[config.mk]
export PLATFORM = sky130hd
export DESIGN_NAME = uart_tx_frame
export DESIGN_NICKNAME = d
export VERILOG_FILES = /design/src/rtl/uart_tx_frame_pkg.sv /design/src/rtl/uart_tx_frame_tick_detect.sv /design/src/rtl/uart_tx_frame.sv
export SDC_FILE = /design/constraint.sdc
export NUM_CORES = 1
export LEC_CHECK = 0
export ABC_AREA = 1
export BUFFER_PORTS_ARGS = -buffer_cell sky130_fd_sc_hd__buf_2
export CORE_MARGIN = 4
export CORE_UTILIZATION = 40
export CTS_BUF_LIST = sky130_fd_sc_hd__clkbuf_16
export DETAILED_ROUTE_END_ITERATION = 10
export GPL_ROUTABILITY_DRIVEN = 0
export GPL_TIMING_DRIVEN = 0
export HOLD_SLACK_MARGIN = 0.06
export MAX_ROUTING_LAYER = met4
export SLEW_MARGIN = 10
export SYNTH_ARGS = -nofsm -noshare
export SYNTH_HDL_FRONTEND = slang
export SYNTH_HIERARCHICAL = 1
export SYNTH_SLANG_ARGS = --single-unit
[constraint.sdc]
create_clock -name clk -period 1.5 [get_ports clk]
set_clock_uncertainty 0.1 [all_clocks]
set_input_delay 0.075 -clock clk [delete_from_list [all_inputs] [get_ports clk]]
set_output_delay 0.075 -clock clk [all_outputs]
set_load 0.02 [all_outputs]
[src/rtl/uart_tx_frame_pkg.sv]
// Shared encodings for the UART frame logic: FSM states and parity modes.
// The receiver uses the same values.
package uart_tx_frame_pkg;

    typedef enum logic [2:0] {
        ST_IDLE   = 3'd0,
        ST_WAIT   = 3'd1,
        ST_START  = 3'd2,
        ST_DATA   = 3'd3,
        ST_PARITY = 3'd4,
        ST_STOP   = 3'd5
    } tx_state_t;

    localparam logic [1:0] PAR_NONE = 2'b00;
    localparam logic [1:0] PAR_ODD  = 2'b01;
    localparam logic [1:0] PAR_EVEN = 2'b10;

    // 2'b11 is a second "none" code, so test for the two enabled modes explicitly
    function automatic logic parity_enabled(input logic [1:0] mode);
        return (mode == PAR_ODD) || (mode == PAR_EVEN);
    endfunction

endpackage

[src/rtl/uart_tx_frame_tick_detect.sv]
// Rising-edge detector for the baud generator output; baud_clk is treated as data.
// Produces a one-clk tick for each baud_clk rising edge.
module uart_tx_frame_tick_detect (
    input  logic clk,
    input  logic rst,
    input  logic baud_clk,
    output logic tick
);

    logic baud_prev_reg;

    always_ff @(posedge clk or negedge rst) begin
        if (!rst) begin
            baud_prev_reg <= 1'b0;
        end else begin
            baud_prev_reg <= baud_clk;
        end
    end

    assign tick = baud_clk & ~baud_prev_reg;

endmodule

[src/rtl/uart_tx_frame.sv]
// UART transmit serialiser: start bit, LSB-first data, optional parity, stop bit(s),
// advancing one bit per baud tick, with busy/done handshake to the host.
module uart_tx_frame
    import uart_tx_frame_pkg::*;
#(
    parameter int DATA_WIDTH = 8,
    parameter int STOP_BITS  = 1
) (
    input  logic                  clk,
    input  logic                  rst,
    input  logic                  baud_clk,
    input  logic                  send,
    input  logic [DATA_WIDTH-1:0] data_in,
    input  logic [1:0]            parity_type,
    output logic                  tx,
    output logic                  busy,
    output logic                  done
);

    localparam int CNT_W = $clog2(DATA_WIDTH);
    localparam logic [CNT_W-1:0] LAST_BIT  = CNT_W'(DATA_WIDTH - 1);
    localparam logic             LAST_STOP = 1'(STOP_BITS - 1);

    logic                  tick;
    tx_state_t             state_reg;
    logic [DATA_WIDTH-1:0] shreg_reg;
    logic [CNT_W-1:0]      bit_cnt_reg;
    logic [1:0]            par_mode_reg;
    logic                  par_acc_reg;
    logic                  stop_cnt_reg;
    logic                  tx_reg;
    logic                  busy_reg;
    logic                  done_reg;

    uart_tx_frame_tick_detect u_tick (
        .clk      (clk),
        .rst      (rst),
        .baud_clk (baud_clk),
        .tick     (tick)
    );

    always_ff @(posedge clk or negedge rst) begin
        if (!rst) begin
            state_reg    <= ST_IDLE;
            shreg_reg    <= '0;
            bit_cnt_reg  <= '0;
            par_mode_reg <= PAR_NONE;
            par_acc_reg  <= 1'b0;
            stop_cnt_reg <= 1'b0;
            tx_reg       <= 1'b1;
            busy_reg     <= 1'b0;
            done_reg     <= 1'b0;
        end else begin
            done_reg <= 1'b0;
            case (state_reg)
                // A tick coinciding with acceptance is deliberately not consumed
                ST_IDLE: begin
                    tx_reg <= 1'b1;
                    if (send) begin
                        shreg_reg    <= data_in;
                        par_mode_reg <= parity_type;
                        busy_reg     <= 1'b1;
                        state_reg    <= ST_WAIT;
                    end
                end
                ST_WAIT: begin
                    if (tick) begin
                        tx_reg    <= 1'b0;
                        state_reg <= ST_START;
                    end
                end
                ST_START: begin
                    if (tick) begin
                        tx_reg      <= shreg_reg[0];
                        par_acc_reg <= shreg_reg[0];
                        bit_cnt_reg <= '0;
                        state_reg   <= ST_DATA;
                    end
                end
                ST_DATA: begin
                    if (tick) begin
                        if (bit_cnt_reg == LAST_BIT) begin
                            if (parity_enabled(par_mode_reg)) begin
                                tx_reg    <= par_acc_reg ^ (par_mode_reg == PAR_ODD);
                                state_reg <= ST_PARITY;
                            end else begin
                                tx_reg       <= 1'b1;
                                stop_cnt_reg <= 1'b0;
                                state_reg    <= ST_STOP;
                            end
                        end else begin
                            shreg_reg   <= shreg_reg >> 1;
                            tx_reg      <= shreg_reg[1];
                            par_acc_reg <= par_acc_reg ^ shreg_reg[1];
                            bit_cnt_reg <= bit_cnt_reg + 1'b1;
                        end
                    end
                end
                ST_PARITY: begin
                    if (tick) begin
                        tx_reg       <= 1'b1;
                        stop_cnt_reg <= 1'b0;
                        state_reg    <= ST_STOP;
                    end
                end
                ST_STOP: begin
                    if (tick) begin
                        if (stop_cnt_reg == LAST_STOP) begin
                            busy_reg  <= 1'b0;
                            done_reg  <= 1'b1;
                            state_reg <= ST_IDLE;
                        end else begin
                            stop_cnt_reg <= stop_cnt_reg + 1'b1;
                        end
                    end
                end
                default: begin
                    tx_reg    <= 1'b1;
                    busy_reg  <= 1'b0;
                    state_reg <= ST_IDLE;
                end
            endcase
        end
    end

    assign tx   = tx_reg;
    assign busy = busy_reg;
    assign done = done_reg;

endmodule

# == After elaboration in Yosys (flattened, before gate mapping) ==
# Cells that the tools add are included.
# word_totals
register_bits,22
output_inout_bits,3
inputBits,14
# classes
n_addsub,2
eq_ne,18
reduce_logical,13
mux,41
n_bitwise,6
# ops
op,count
$mux W3,11
$mux W8,3
$mux W1,20
$ne A2 B2 Y1 const B,10
$pmux W3 S6,1
$pmux W8 S2,1
$reduce_and A4 Y1,3
$eq A3 B3 Y1 const B,3
$reduce_and A8 Y1,1
$eq A3 B2 Y1 const B,2
$pmux W1 S3,2
$pmux W3 S2,1
$reduce_and A6 Y1,1
$pmux W1 S5,1
$reduce_and A5 Y1,1
$reduce_bool A2 Y1,2
$reduce_or A4 Y1,1
$add A3 B1 Y3 const B,1
$eq A3 B1 Y1 const B,1
$logic_not A3 Y1,1
$not A1 Y1,3
$reduce_bool A3 Y1,1
$eq A2 B1 Y1 const B,1
$eq A2 B2 Y1 const B,1
other kinds (6),7

# == Logic depth before layout (Yosys ltp) ==
# logic_depth
depth_word,6
ltp_mapped,9

# == By module ==
# The synthesis kept the hierarchy.
# modules_own_cells
module,cells_per_inst,seq_area_each_um2,area_each_um2,instances
uart_tx_frame,152,501.7,1207.4,1
uart_tx_frame_tick_detect,3,25.0,35.0,1

# == Worst setup path before layout ==
# OpenSTA, ideal clock, no wires.
# synth_path
path_kind,reg-to-reg
start,register bit_cnt_reg[0]
end,register shreg_reg[1]
setup_ns,0.123
path_buffers,1
path_slack_ns,-0.035
stages_incl_launch_ff,10
t_arrival_ns,1.312
period_less_slack_ns,1.535
cell_sequence,dfrtp_1 ha_1 ha_1 inv_1 nand2_1 nand2_4 nand2_4 buf_8 nand2_2 o21ai_2
# synth_via
elab_chain_len,3
# synth_rtl
item,line,rtl
start: declaration,uart_tx_frame.sv:27,logic [CNT_W-1:0] bit_cnt_reg;
start signal: assignment,uart_tx_frame.sv:95,bit_cnt_reg <= bit_cnt_reg + 1'b1;
$eq A3 B3 Y1,uart_tx_frame.sv:82,if (bit_cnt_reg == LAST_BIT) begin
$ne A2 B2 Y1 (no source line),--,
$reduce_and A4 Y1 (no source line),--,
end signal: assignment,uart_tx_frame.sv:60,shreg_reg <= data_in;
end signal: assignment,uart_tx_frame.sv:92,shreg_reg <= shreg_reg >> 1;
end: declaration,uart_tx_frame.sv:26,logic [DATA_WIDTH-1:0] shreg_reg;
# Every way passes these cells.
# A chain may end at the register's enable or synchronous reset.

# == Worst setup path after layout ==
# layout_path
start,register bit_cnt_reg[0]
end,register shreg_reg[4]
# Same word-level chain as after synthesis.

==> results.md <==
- The flow ran to the end, but the final reports show violations.
- The final reports fail on setup timing.
- The number of clock buffers added by TritonCTS is 3.
- The class of the worst hold path is in2reg.
- The clock passes through at most 2 buffers.
- In this run, the number of DRC markers left after iteration 0 of detailed routing was 36.
- In this run the clock root is driven by a sky130_fd_sc_hd__clkbuf_16.
- The number of global-route vias before repair is 1102.
- Synthesis produced 155 cells.
- The repair_antennas step left the layout with diodes totalling 0.
- The post-synthesis sequential element count is 21.
- Counting flops with an async set or reset pin after synthesis yields a share of 1.00.
- The number of different library cells in the post-synthesis netlist is 27.
- The share of the clock period used by the worst path is 1.00.
- The core region is 2850 µm².
- The number of buffers added on ports is 16.
- The type of the worst setup path is reg2reg.
- The share of the core filled with cells in the final layout is 0.589.
- For the worst setup path, the data required time is 1540 ps.
- The initial utilization of the core area, before any placement, comes to 0.436.
- The count of nets after finishing is 207.
- Ranked by instance count, the synthesized netlist is headed by sky130_fd_sc_hd__nand2_1, sky130_fd_sc_hd__dfrtp_1, sky130_fd_sc_hd__inv_1, sky130_fd_sc_hd__nand3_1, sky130_fd_sc_hd__nor2_1.
- The timing endpoint of the critical path is shreg_reg[4].
- The final-report hold violation count is 0.
- The wire length of the first global-routing pass is 4.72 mm.
- The reg-to-reg critical path startpoint is bit_cnt_reg[0].
- The design draws 0.00346 W.
- The later pin in the worst-skew pair is clocked with a latency of 250 ps.
- In this run the number of H-tree levels came out at 1.
- The site row count is 19.
- The register with the most flip-flops in the layout has 8 of them.
- Among all flip-flop cells after synthesis, the most frequent one is sky130_fd_sc_hd__dfrtp_1.
- Yosys instantiated no cell more often than sky130_fd_sc_hd__nand2_1.
- Ranked by total cell area, the synthesized netlist is headed by sky130_fd_sc_hd__dfrtp_1, sky130_fd_sc_hd__nand2_1, sky130_fd_sc_hd__inv_1.
- The cell leakage power is 0.852 nW.
- The number of maximum-capacitance violations is 0.
- The floorplan step set the die width to 63.7 µm.
- Data on the critical path arrives at its endpoint at 1550 ps.
- The worst path setup slack after routing is -6.24 ps.
- Counting cells, the worst reg-to-reg path comes to 9.
- Dividing the detail-routed via count by the number of cells gives 4.95.
- The highest fanout seen on the critical path is 4.
- The number of iterations in the first detailed-routing pass is 4.
- The most critical setup path has its startpoint at bit_cnt_reg[0].
- The transition at the pin with the smallest max-transition slack is 473 ps.
- With fillers left out, the area of the finished cells amounts to 1680 µm².
- The cell taking the most area after synthesis is sky130_fd_sc_hd__dfrtp_1.
- The peak clock frequency supported by timing is 664 MHz.
- Setup repair after global routing could not meet its margin everywhere.
- The layout-stage area growth over the synthesis result is 35.3%.
- The minimum setup slack after placement is -141 ps.
- The final max-slew violation count is 0.
- For this design the top-level I/O count stands at 17.
- The number of nets still failing antenna checks after routing is 0.
- The number of clock sinks is 21.
- Measured against its own limit, the worst slew margin works out to 0.684.
- The maximum ir drop on the vdd rail is 1.11 mV.
- The power density over the cells is 2050 nW/µm².
- Summed over all layers, the global routing overflow is 0.
- STA classifies the critical path startpoint as a flip-flop.
- The total standard cell area after synthesis is 1240 µm².
- In this run the register-to-register setup slack is -6 ps.
- From bottom edge to top edge, the die measures 63.7 µm.
- For this block, the via count after detailed routing is 1088.
- TritonCTS built the clock tree.
- The count of final setup violators is 4.
- The critical path endpoint category is a flip-flop.
- Entering global routing, the biggest net connects 22 pins.
- The share of synthesized area in the top cell type comes to 0.403.
- The start point of the worst min-delay path is data_in[6].
- The time the final worst path needs with I/O delays and setup is 1510 ps.
- The half-perimeter wire length after detailed placement is 1.88 mm.
- The number of antenna violations at the first check in global routing is 0.
- The endpoint of the worst-slack reg-to-reg timing path is shreg_reg[4].
- Summing all placed instances gives a cell area of 1360 µm².
- Synthesis produced a netlist with a net count of 172.
- The mean post-synth cell area is 8.02 µm².
- The post-detailed-routing wire length is 2.76 mm.
- After detailed routing, the average wire length per cell comes to 12.6 µm.
- The overall track demand over capacity in global routing is 0.150.
- The post-route DRC violation count is 0.
- In this run, synthesis inferred 0 flip-flops with an integrated enable.
- The floorplan step defined a die boundary enclosing 4060 µm².
- The proportion of layout cells with a drive suffix above 1 is 0.339.
- The clock-pin slew on the worst setup and hold paths is 60 ps.
- Yosys printed 6 warnings.
- The share of the Yosys chip area taken by registers is 0.424.
- After filler insertion, the fill cell instance count of the layout stands at 262.
## cell type report
type | count | area [µm²] | area share
multi-input cells | 113 | 688 | 0.409
flip-flops and latches | 21 | 528 | 0.314
repair buffers | 30 | 231 | 0.138
clock buffers | 3 | 75.1 | 0.0446
inverters | 16 | 62.6 | 0.0372
plain buffers | 5 | 53.8 | 0.0320
well taps | 31 | 38.8 | 0.0231
clock inverters | 1 | 3.75 | 0.00223
## critical path, stage by stage (launching register included)
cell and delay (ps):
sky130_fd_sc_hd__dfrtp_1 400, sky130_fd_sc_hd__ha_2 190, sky130_fd_sc_hd__ha_4 170, sky130_fd_sc_hd__inv_4 60, sky130_fd_sc_hd__nand2_4 60, sky130_fd_sc_hd__nand2_4 90
sky130_fd_sc_hd__nand2_8 80, sky130_fd_sc_hd__buf_6 140, sky130_fd_sc_hd__nor2_4 80, sky130_fd_sc_hd__a21oi_2 30
## worst min path at each step
stage                                end  slack, ps  depth (start not counted)
floorplan                 bit_cnt_reg[0]       -320                          0
global placement          bit_cnt_reg[0]        -30                          1
detailed placement  u_tick/baud_prev_reg        -40                          1
CTS                         shreg_reg[5]         60                          3
global route                shreg_reg[6]         90                          5
finish                      shreg_reg[6]         70                          5
## routing by layer
metal	share of wire	vias up	track usage	routed length, µm
li1	-	558	-	-
met1	0.46	506	0.183	1260
met2	0.49	19	0.246	1360
met3	0.038	5	0.0315	104
met4	0.014	0	0.0512	38
met5	0	-	-	0
## stage by stage
step | instances | hold slack [ps] | TNS, ps
3_3_place_gp | 202 | -33.9 | -974
3_5_place_dp | 202 | -39.2 | -1340
6_report | 220 | 71.7 | -14.1
2_1_floorplan | 155 | -321 | 0
5_1_grt | 220 | 89.2 | -633
4_1_cts | 218 | 62.7 | -81.2
## timing repair
item	4_1_cts	5_1_grt
setup endpoints to repair	15	15
endpoints found under the hold margin	28	1
cloned	1	0
hold buffers	8	1
buffers inserted	3	1
resized for setup	19	6
pin swaps	3	3
## cells by family after synthesis
logic type / count (synthesis) / share of synthesized area
muxes: 1 / 0.00906
xor gates and xnor gates: 1 / 0.00705
DFF: 21 / 0.424
AOI/OAI and AO/OA: 19 / 0.0967
buffers and inverters: 21 / 0.0876
and+or+nand+nor: 89 / 0.345
adders and majority gates: 3 / 0.0302
## report_power, final
part,switching [W],leakage [nW],internal [W]
Combinational,0.00109,0.556,0.000834
Clock,0.000197,0.0423,0.000355
Sequential,0.000163,0.254,0.000815
Total,0.00145,0.852,0.00200
## layout by cell type (no fill, tap or decap), types with 5 or more instances in the layout
cell | netlist | final
sky130_fd_sc_hd__buf_2 | 0 | 16
sky130_fd_sc_hd__buf_4 | 3 | 6
sky130_fd_sc_hd__dfrtp_1 | 20 | 19
sky130_fd_sc_hd__dlygate4sd3_1 | 0 | 9
sky130_fd_sc_hd__inv_1 | 15 | 14
sky130_fd_sc_hd__nand2_1 | 49 | 47
sky130_fd_sc_hd__nand2_2 | 7 | 5
sky130_fd_sc_hd__nand2_4 | 3 | 6
sky130_fd_sc_hd__nand3_1 | 11 | 11
sky130_fd_sc_hd__nor2_1 | 11 | 8
sky130_fd_sc_hd__nor2_4 | 1 | 6
sky130_fd_sc_hd__o21ai_0 | 8 | 7
No activity file was read; power rests on OpenSTA's default activity.
